File: config.mk
export PLATFORM = sky130hd
export DESIGN_NAME = systolic_drain_ctrl_flat
export DESIGN_NICKNAME = d
export VERILOG_FILES = /design/src/rtl/systolic_drain_ctrl_if.sv /design/src/rtl/systolic_drain_ctrl.sv /design/src/flat_wrapper.sv
export SDC_FILE = /design/constraint.sdc
export NUM_CORES = 1
export LEC_CHECK = 0
export CORE_MARGIN = 2
export CORE_UTILIZATION = 45
export DETAILED_ROUTE_END_ITERATION = 7
export GPL_ROUTABILITY_DRIVEN = 0
export PLACE_DENSITY = 0.76
export SLEW_MARGIN = 20
export SYNTH_ARGS = -nofsm -noshare
export SYNTH_HDL_FRONTEND = slang
export SYNTH_SLANG_ARGS = --single-unit
File: constraint.sdc
create_clock -name clk -period 2.71 [get_ports clk]
set_input_delay 0.542 -clock clk [delete_from_list [all_inputs] [get_ports clk]]
set_output_delay 0.542 -clock clk [all_outputs]
set_load 0.01 [all_outputs]
File: src/rtl/systolic_drain_ctrl_if.sv
// Result stream from the drain controller: one row of column psums per beat.
// The master side presents the row FIFO head; the slave side accepts it
// with out_ready.
interface systolic_drain_ctrl_if #(
  parameter int DATA_WIDTH = 8,
  parameter int COLS       = 4
);
  logic [COLS*2*DATA_WIDTH-1:0] out_data;
  logic                         out_valid;
  logic                         out_ready;

  modport master (output out_data, output out_valid, input out_ready);
  modport slave  (input out_data, input out_valid, output out_ready);
endinterface

File: src/rtl/systolic_drain_ctrl.sv
// Drain controller for the output-stationary PE array.
// In IDLE the accumulate request passes straight through to the array's
// register enable. On start it walks the array's psum chains down one row per
// push, capturing the bottom-row psums into a small row FIFO that feeds a
// valid/ready stream. When the FIFO is full and nothing is popped, the array is
// simply held (set_reg low), so no row is ever lost.
module systolic_drain_ctrl #(
  parameter int DATA_WIDTH = 8,
  parameter int ROWS       = 4,
  parameter int COLS       = 4,
  parameter int FIFO_DEPTH = 4
) (
  input  logic                         clk,
  input  logic                         rst_n,
  input  logic                         acc_en,
  input  logic                         start,
  input  logic [COLS*2*DATA_WIDTH-1:0] psum_tail,
  output logic                         set_reg,
  output logic                         sel_mux,
  output logic                         busy,
  output logic                         done,
  systolic_drain_ctrl_if.master        stream
);

  localparam int ROW_W = COLS * 2 * DATA_WIDTH;
  localparam int PTR_W = (FIFO_DEPTH > 1) ? $clog2(FIFO_DEPTH) : 1;
  localparam int CNT_W = $clog2(FIFO_DEPTH + 1);
  localparam int RCW   = (ROWS > 1) ? $clog2(ROWS) : 1;

  typedef enum logic [0:0] {
    ST_IDLE  = 1'b0,
    ST_DRAIN = 1'b1
  } state_t;

  state_t           state_r;
  logic [RCW-1:0]   row_cnt_r;
  logic             busy_r;
  logic             done_r;

  logic [ROW_W-1:0] mem_r [FIFO_DEPTH];
  logic [PTR_W-1:0] wr_ptr_r;
  logic [PTR_W-1:0] rd_ptr_r;
  logic [CNT_W-1:0] count_r;
  logic [ROW_W-1:0] out_data_r;
  logic             out_valid_r;

  logic             pop_s;
  logic             push_s;
  logic             last_push_s;
  logic             set_reg_s;
  logic             sel_mux_s;
  logic [PTR_W-1:0] rd_ptr_nxt_s;
  logic [CNT_W-1:0] count_nxt_s;
  logic [ROW_W-1:0] head_nxt_s;

  // Circular pointer advance, wrapping at the last FIFO slot.
  function automatic logic [PTR_W-1:0] ptr_inc(input logic [PTR_W-1:0] p);
    if (p == PTR_W'(FIFO_DEPTH - 1)) begin
      return {PTR_W{1'b0}};
    end else begin
      return p + PTR_W'(1);
    end
  endfunction

  // Decode the handshake and the array-wide controls from the current state.
  always_comb begin
    pop_s     = out_valid_r & stream.out_ready;
    push_s    = 1'b0;
    set_reg_s = 1'b0;
    sel_mux_s = 1'b0;
    case (state_r)
      ST_IDLE: begin
        // A start request pre-empts accumulation in the same cycle.
        set_reg_s = acc_en & ~start;
        sel_mux_s = 1'b0;
      end
      ST_DRAIN: begin
        // A full FIFO can still take a row if its head leaves this cycle.
        push_s    = (count_r < CNT_W'(FIFO_DEPTH)) | pop_s;
        set_reg_s = push_s;
        sel_mux_s = 1'b1;
      end
      default: begin
        set_reg_s = 1'b0;
        sel_mux_s = 1'b0;
      end
    endcase
    last_push_s = push_s & (row_cnt_r == RCW'(ROWS - 1));
  end

  // Next FIFO occupancy and next head row, so out_data can be a register.
  always_comb begin
    rd_ptr_nxt_s = rd_ptr_r;
    count_nxt_s  = count_r;
    head_nxt_s   = mem_r[rd_ptr_r];
    if (pop_s) begin
      rd_ptr_nxt_s = ptr_inc(rd_ptr_r);
    end else begin
      rd_ptr_nxt_s = rd_ptr_r;
    end
    if (push_s && !pop_s) begin
      count_nxt_s = count_r + CNT_W'(1);
    end else if (!push_s && pop_s) begin
      count_nxt_s = count_r - CNT_W'(1);
    end else begin
      count_nxt_s = count_r;
    end
    // When the slot being written becomes the head, forward the incoming row.
    if (push_s && (wr_ptr_r == rd_ptr_nxt_s)) begin
      head_nxt_s = psum_tail;
    end else begin
      head_nxt_s = mem_r[rd_ptr_nxt_s];
    end
  end

  // Row FIFO storage, pointers, occupancy and the registered stream outputs.
  always_ff @(posedge clk or negedge rst_n) begin
    if (!rst_n) begin
      for (int i = 0; i < FIFO_DEPTH; i++) begin
        mem_r[i] <= {ROW_W{1'b0}};
      end
      wr_ptr_r    <= {PTR_W{1'b0}};
      rd_ptr_r    <= {PTR_W{1'b0}};
      count_r     <= {CNT_W{1'b0}};
      out_data_r  <= {ROW_W{1'b0}};
      out_valid_r <= 1'b0;
    end else begin
      if (push_s) begin
        mem_r[wr_ptr_r] <= psum_tail;
        wr_ptr_r        <= ptr_inc(wr_ptr_r);
      end
      rd_ptr_r    <= rd_ptr_nxt_s;
      count_r     <= count_nxt_s;
      out_data_r  <= head_nxt_s;
      out_valid_r <= (count_nxt_s != {CNT_W{1'b0}});
    end
  end

  // Drain sequencer: counts pushed rows and returns to IDLE after the last.
  always_ff @(posedge clk or negedge rst_n) begin
    if (!rst_n) begin
      state_r   <= ST_IDLE;
      row_cnt_r <= {RCW{1'b0}};
      busy_r    <= 1'b0;
      done_r    <= 1'b0;
    end else begin
      case (state_r)
        ST_IDLE: begin
          done_r <= 1'b0;
          if (start) begin
            state_r   <= ST_DRAIN;
            row_cnt_r <= {RCW{1'b0}};
            busy_r    <= 1'b1;
          end
        end
        ST_DRAIN: begin
          if (last_push_s) begin
            state_r   <= ST_IDLE;
            row_cnt_r <= {RCW{1'b0}};
            busy_r    <= 1'b0;
            done_r    <= 1'b1;
          end else if (push_s) begin
            row_cnt_r <= row_cnt_r + RCW'(1);
            done_r    <= 1'b0;
          end else begin
            done_r    <= 1'b0;
          end
        end
        default: begin
          state_r   <= ST_IDLE;
          row_cnt_r <= {RCW{1'b0}};
          busy_r    <= 1'b0;
          done_r    <= 1'b0;
        end
      endcase
    end
  end

  assign set_reg          = set_reg_s;
  assign sel_mux          = sel_mux_s;
  assign busy             = busy_r;
  assign done             = done_r;
  assign stream.out_data  = out_data_r;
  assign stream.out_valid = out_valid_r;

endmodule

File: src/flat_wrapper.sv
// flat-port wrapper written by rule: the top's interface ports become plain ports
module systolic_drain_ctrl_flat 
#(
  parameter int DATA_WIDTH = 8,
  parameter int ROWS       = 4,
  parameter int COLS       = 4,
  parameter int FIFO_DEPTH = 4
)
  (clk, rst_n, acc_en, start, psum_tail, set_reg, sel_mux, busy, done, stream_out_data, stream_out_valid, stream_out_ready);
  systolic_drain_ctrl_if #(.DATA_WIDTH(DATA_WIDTH), .COLS(COLS)) stream_i ();
  input  logic clk;
  input  logic rst_n;
  input  logic acc_en;
  input  logic start;
  input  logic [COLS*2*DATA_WIDTH-1:0] psum_tail;
  output logic set_reg;
  output logic sel_mux;
  output logic busy;
  output logic done;
  output wire logic [$bits(stream_i.out_data)-1:0] stream_out_data;
  output wire logic [$bits(stream_i.out_valid)-1:0] stream_out_valid;
  input wire logic [$bits(stream_i.out_ready)-1:0] stream_out_ready;
  assign stream_out_data = stream_i.out_data;
  assign stream_out_valid = stream_i.out_valid;
  assign stream_i.out_ready = stream_out_ready;
  systolic_drain_ctrl #(.DATA_WIDTH(DATA_WIDTH), .ROWS(ROWS), .COLS(COLS), .FIFO_DEPTH(FIFO_DEPTH)) u_core (.clk(clk), .rst_n(rst_n), .acc_en(acc_en), .start(start), .psum_tail(psum_tail), .set_reg(set_reg), .sel_mux(sel_mux), .busy(busy), .done(done), .stream(stream_i));
endmodule
Word level (Yosys, flattened, before mapping) --
Cells that the tools add are included.
Word-level totals: bits in registers 333, output and inout bits 69, word-level logic and storage cells 73
Cells by class: reductions and logical operators 9, eq/ne operators 7, bitwise gates (word level) 8, $add $sub $neg 5, mux-type cells 27, order comparisons 4
Operator list (number):
- $bwmux 256 | 1
- $mux 64 | 4
- $bmux 64 s2 | 1
- $demux 64 s2 | 1
- $mux 2 | 6
- $pmux 1 s2 | 5
- $add 2x1->2 const B | 3
- $eq 2x2->1 const B | 3
- $ge 3x3->1 const B | 2
- $mux 1 | 6
- $mux 3 | 2
- $not 2->3 | 2
- $logic_and 1x1->1 | 4
- $ne 2x2->1 const B | 2
- $pmux 2 s2 | 1
- $reduce_and 2->1 | 2
- $add 3x1->3 const B | 1
- $and 1x1->1 | 3
- $lt 3x1->1 const B | 1
- $lt 3x3->1 const B | 1
- $ne 3x3->1 const B | 1
- $reduce_bool 3->1 | 1
- $sub 3x1->3 const B | 1
- $eq 2x2->1 | 1
- 3 further kinds | 5

Longest topological paths before layout --
word-level depth 8, mapped depth 9, gate-level depth less buffers 7

Worst setup path after synthesis --
Ideal clock, no wire load.
path type input -> register, start input port stream_out_ready, end register u_core.out_data_r[10], in the netlist u_core.stream.out_data[10], data required time 2.592 ns, path slack 0.716 ns, library setup time 0.118 ns, arrival 1.876 ns, cell stages on the path 7, path buffers 2, cells stage by stage nor4bb_2 -> or3_1 -> a221oi_2 -> buf_4 -> buf_4 -> a311oi_1 -> a21o_1
Between the ends: word-level cells in the longest chain between the ends 7
Ends and longest elaborated chain:
- start: declaration | RTL line flat_wrapper.sv:22 | input wire logic [$bits(stream_i.out_ready)-1:0] stream_out_ready;
- $and 1x1->1 (*) | RTL line systolic_drain_ctrl.sv:67 | pop_s = out_valid_r & stream.out_ready;
- $mux 2 | RTL line systolic_drain_ctrl.sv:96 | if (pop_s) begin
- $not 2->3 (not written as such) | RTL line systolic_drain_ctrl.sv:112 | head_nxt_s = mem_r[rd_ptr_nxt_s];
- $bmux 64 s2 | RTL line systolic_drain_ctrl.sv:112
- $mux 64 (not written as such) (2 in a row) | RTL line systolic_drain_ctrl.sv:112
- $mux 64 (*) | RTL line systolic_drain_ctrl.sv:109 | if (push_s && (wr_ptr_r == rd_ptr_nxt_s)) begin
- via u_core.head_nxt_s[10] | RTL line systolic_drain_ctrl.sv:54 | logic [ROW_W-1:0] head_nxt_s;
- end signal: assignment | RTL line systolic_drain_ctrl.sv:125 | out_data_r <= {ROW_W{1'b0}};
- end signal: assignment | RTL line systolic_drain_ctrl.sv:134 | out_data_r <= head_nxt_s;
- end: declaration | RTL line systolic_drain_ctrl.sv:44 | logic [ROW_W-1:0] out_data_r;
Mark *: on every way through the listed nets, which the timed path passes. The rest lies on a longest branch. The select of a mux whose other input is x is not followed. A chain may end at the register's enable or synchronous reset.

Final worst setup path --
start input port stream_out_ready, end output port set_reg
Between the ends: word-level cells in the longest chain between the ends 3
Ends and longest elaborated chain:
- $and 1x1->1 | RTL line systolic_drain_ctrl.sv:67
- $or 1x1->1 | RTL line systolic_drain_ctrl.sv:79 | push_s = (count_r < CNT_W'(FIFO_DEPTH)) | pop_s;
- $pmux 1 s2 | RTL line systolic_drain_ctrl.sv:71 | case (state_r)
- end: declaration | RTL line flat_wrapper.sv:16 | output logic set_reg;
Every way passes these cells.

==> results.md <==
* Final TNS setup at 0 ns
* Main synth FF type: dfrtp_1
* Worst min-delay path category: flop to flop
* Die area at 33460 um^2
* CTS max path bufs at 3
* Largest net degree at the start of global routing at 65
* Crit path DAT at 2.08 ns
* Synthesized Nets at 1205
* Routed len/inst at 19.62 um
* Fin util at 56.55%
* Total track usage at 20.08%
* Worst r2r src: u_core.rd_ptr_r[0]
* Cell Pwr Density at 1348 nW/um^2
* Initial antenna violation count at 2
* Clock-pin slew on the worst setup and hold paths at 0.06 ns
* Top cell by count, worst path: clkdlybuf4s50_1
* Fraction of layout cells with a size suffix above 1 at 28.66%
* Postcts setup bufs at 0
* CTS Root Cell: clkbuf_16
* Max-Cap Viols at 0
* Rows at 65
* Crit end category: primary output
* Post-synth EDFFs at 0
* Switching part of the total power at 33.31%
* Static leakage at 8.014 nW
* Status: finished clean
* Internal power at 16.04 mW
* Share of the synthesized area in the top cell type at 57.84%
* DP Area at 16680 um^2
* Antenna Violating Nets Remaining at 0
* Crit-path cells: clkdlybuf4s50_1 -> buf_4 -> and2_1 -> o21ai_1 -> nand2_1 -> clkdlybuf4s50_1
* Slowest CP cell: clkdlybuf4s50_1
* Critical path required time at 2.17 ns
* Layout net count at 1342
* Input/output buffers at 137
* H-tree depth reported by CTS at 2
* CTS tree: done
* Tmin final at 2.622 ns
* DRT iter0 DRCs at 526
* Switch Pwr at 8.012 mW
* Max-slew violation count at 0
* Sequential fraction of the synthesis area at 57.84%
* Synth area leader: dfrtp_1
* Crit path from: stream_out_ready
* Post-synthesis cell area at 14410 um^2
* Drt pass-1 iters at 5
* Total Power at 24.05 mW
* Tightest Pin Transition at 0.4802 ns
* Final instance area at 17840 um^2
* Initial core utilization at 45.66%
* Final WL at 33.23 mm
* Final period util at 96.75%
* First-pass GRT wire length at 54.14 mm
* RSZ-0062 raised after global routing: no
* Fin cells at 1694
* Setup CP Type: input port to primary output
* Vias in the first global route at 10100
* Cts bufs inserted at 35
* Power share of the combinational group at 43.6%
* # clock sinks at 333
* Library cells used by synthesis at 30
* Hold_sp: u_core.mem_r[147]
* Routed vias at 9710
* Top-count cell post-synth: dfrtp_1
* Area contributors post-synth: dfrtp_1 58%, mux2_2 20%, a311oi_1 3.9%
* Max Fclk at 381.4 MHz
* Core Area at 31560 um^2
* Relative slew slack at 67.99%
* Final Setup Violations at 0
* Worst path max stage delay at 0.53 ns
* Layout area overhead at 23.86%
* Critical path peak fanout at 5
* Placed insts at 1629
* Width of the die at 182.9 um
* Reg power frac at 36.6%
* Mapped Cells at 1128
* Crit start category: input port
* Clock Latency Late Sink at 0.52 ns
* Syn. warnings at 0
* Avg Cell Area, Syn at 12.77 um^2
* Num ports at 138
* Gr ovfl total at 0
* Post-synth top cells: 333 x dfrtp_1, 256 x mux2_2, 140 x nand2_1
* HPWL after DPL at 19.83 mm
* Peak supply drop at 0.0006910 V
* Final Hold Vio Count at 0
* Seq cells post-synth at 333
* Drt drc at 0
* Die height at 182.9 um
* DR vias/cell at 5.732
* Skew final at 0.01827 ns
* Clk pwr share at 19.9%
* Async S/R FF share, synth at 100.0%
-- cell families (layout without fill, tap and decap cells) --
kind of cell,count (synthesis),in the layout,synth area share (%)
flops,333,333,57.84
mux,256,256,20.01
simple gates,221,221,7.104
compound gates,213,213,11.50
buf+inv,96,259,2.796
fa+ha+maj,8,8,0.6948
xor+xnor,1,1,0.06080
other cells,0,1,0
-- cell type report --
class	count	area, um^2
diodes	1	2.502
clock buffers	54	1039
clock inverters	9	112.6
fillers	2518	13710
inverters	9	36.28
multi-input cells	699	5727
flip-flops and latches	333	8333
well taps	402	503.0
repair buffers	187	2092
-- power by group through the flow --
stage                     sequential [mW]  clock (mW)  combinational (mW)
after floorplan                      8.74           0                6.71
final                                8.80        4.78                10.5
after global routing                 9.06        5.09                11.4
after CTS                            8.76        4.87                10.6
after global placement               8.73           0                10.2
after detailed placement             8.82           0                10.5
-- sequential cells by signal, summed over array words and instances (netlist names) --
| name | count |
|---|---|
| u_core.mem_r | 256 |
| u_core.stream.out_data | 64 |
| u_core.count_r | 3 |
| u_core.rd_ptr_r | 2 |
| u_core.row_cnt_r | 2 |
| u_core.wr_ptr_r | 2 |
| u_core.busy | 1 |
| u_core.done | 1 |
| u_core.state_r | 1 |
| u_core.stream.out_valid | 1 |
-- timing repair --
item,in CTS,in global routing
gates resized for setup,0,0
hold buffers,1,0
hold endpoints to repair,41,0
-- cell usage in the layout (no fill, tap or decap), types with 11 or more instances in the layout --
master	netlist	final
a211oi_1	64	64
a21o_1	65	65
a311oi_1	64	64
and3_1	64	64
buf_12	0	27
buf_4	7	22
clkbuf_1	62	11
clkbuf_16	0	36
clkdlybuf4s50_1	0	136
dfrtp_1	333	333
mux2_2	256	256
nand2_1	140	136
-- worst paths after layout --
| kind | endpoint | slack [ns] | cells after the start |
|---|---|---|---|
| max reg2reg | u_core.stream.out_data[35] | 0.40 | 8 |
| max in group asynchronous | u_core.mem_r[1] | 1.40 | 3 |
| min in group asynchronous | u_core.state_r | 0.56 | 2 |
| max | set_reg | 0.09 | 6 |
| min reg2reg | u_core.mem_r[147] | 0.49 | 1 |
| min | u_core.mem_r[147] | 0.49 | 1 |
-- per-layer routing --
| metal | global-route usage [%] | vias to the layer above | routed length, um |
|---|---|---|---|
| li1 | - | 4392 | - |
| met1 | 27.23 | 5056 | 15110 |
| met2 | 33.79 | 208 | 16130 |
| met3 | 3.276 | 52 | 1400 |
| met4 | 5.184 | 2 | 582 |
| met5 | 0 | - | 12 |
-- critical path: cells and delay by family --
family          cells  cell delay [ns]
buf+inv             3             1.15
simple gates        2             0.28
compound gates      1             0.12
-- through the flow --
stage          worst slack (ns)  hold slack, ns
2_1_floorplan            0.7159          0.2464
3_3_place_gp           -0.05495          0.4777
3_5_place_dp           -0.07758          0.4838
4_1_cts                  0.1083          0.4967
5_1_grt                0.001802          0.5038
6_report                0.08809          0.4945
No activity file was read; power rests on OpenSTA's default activity.
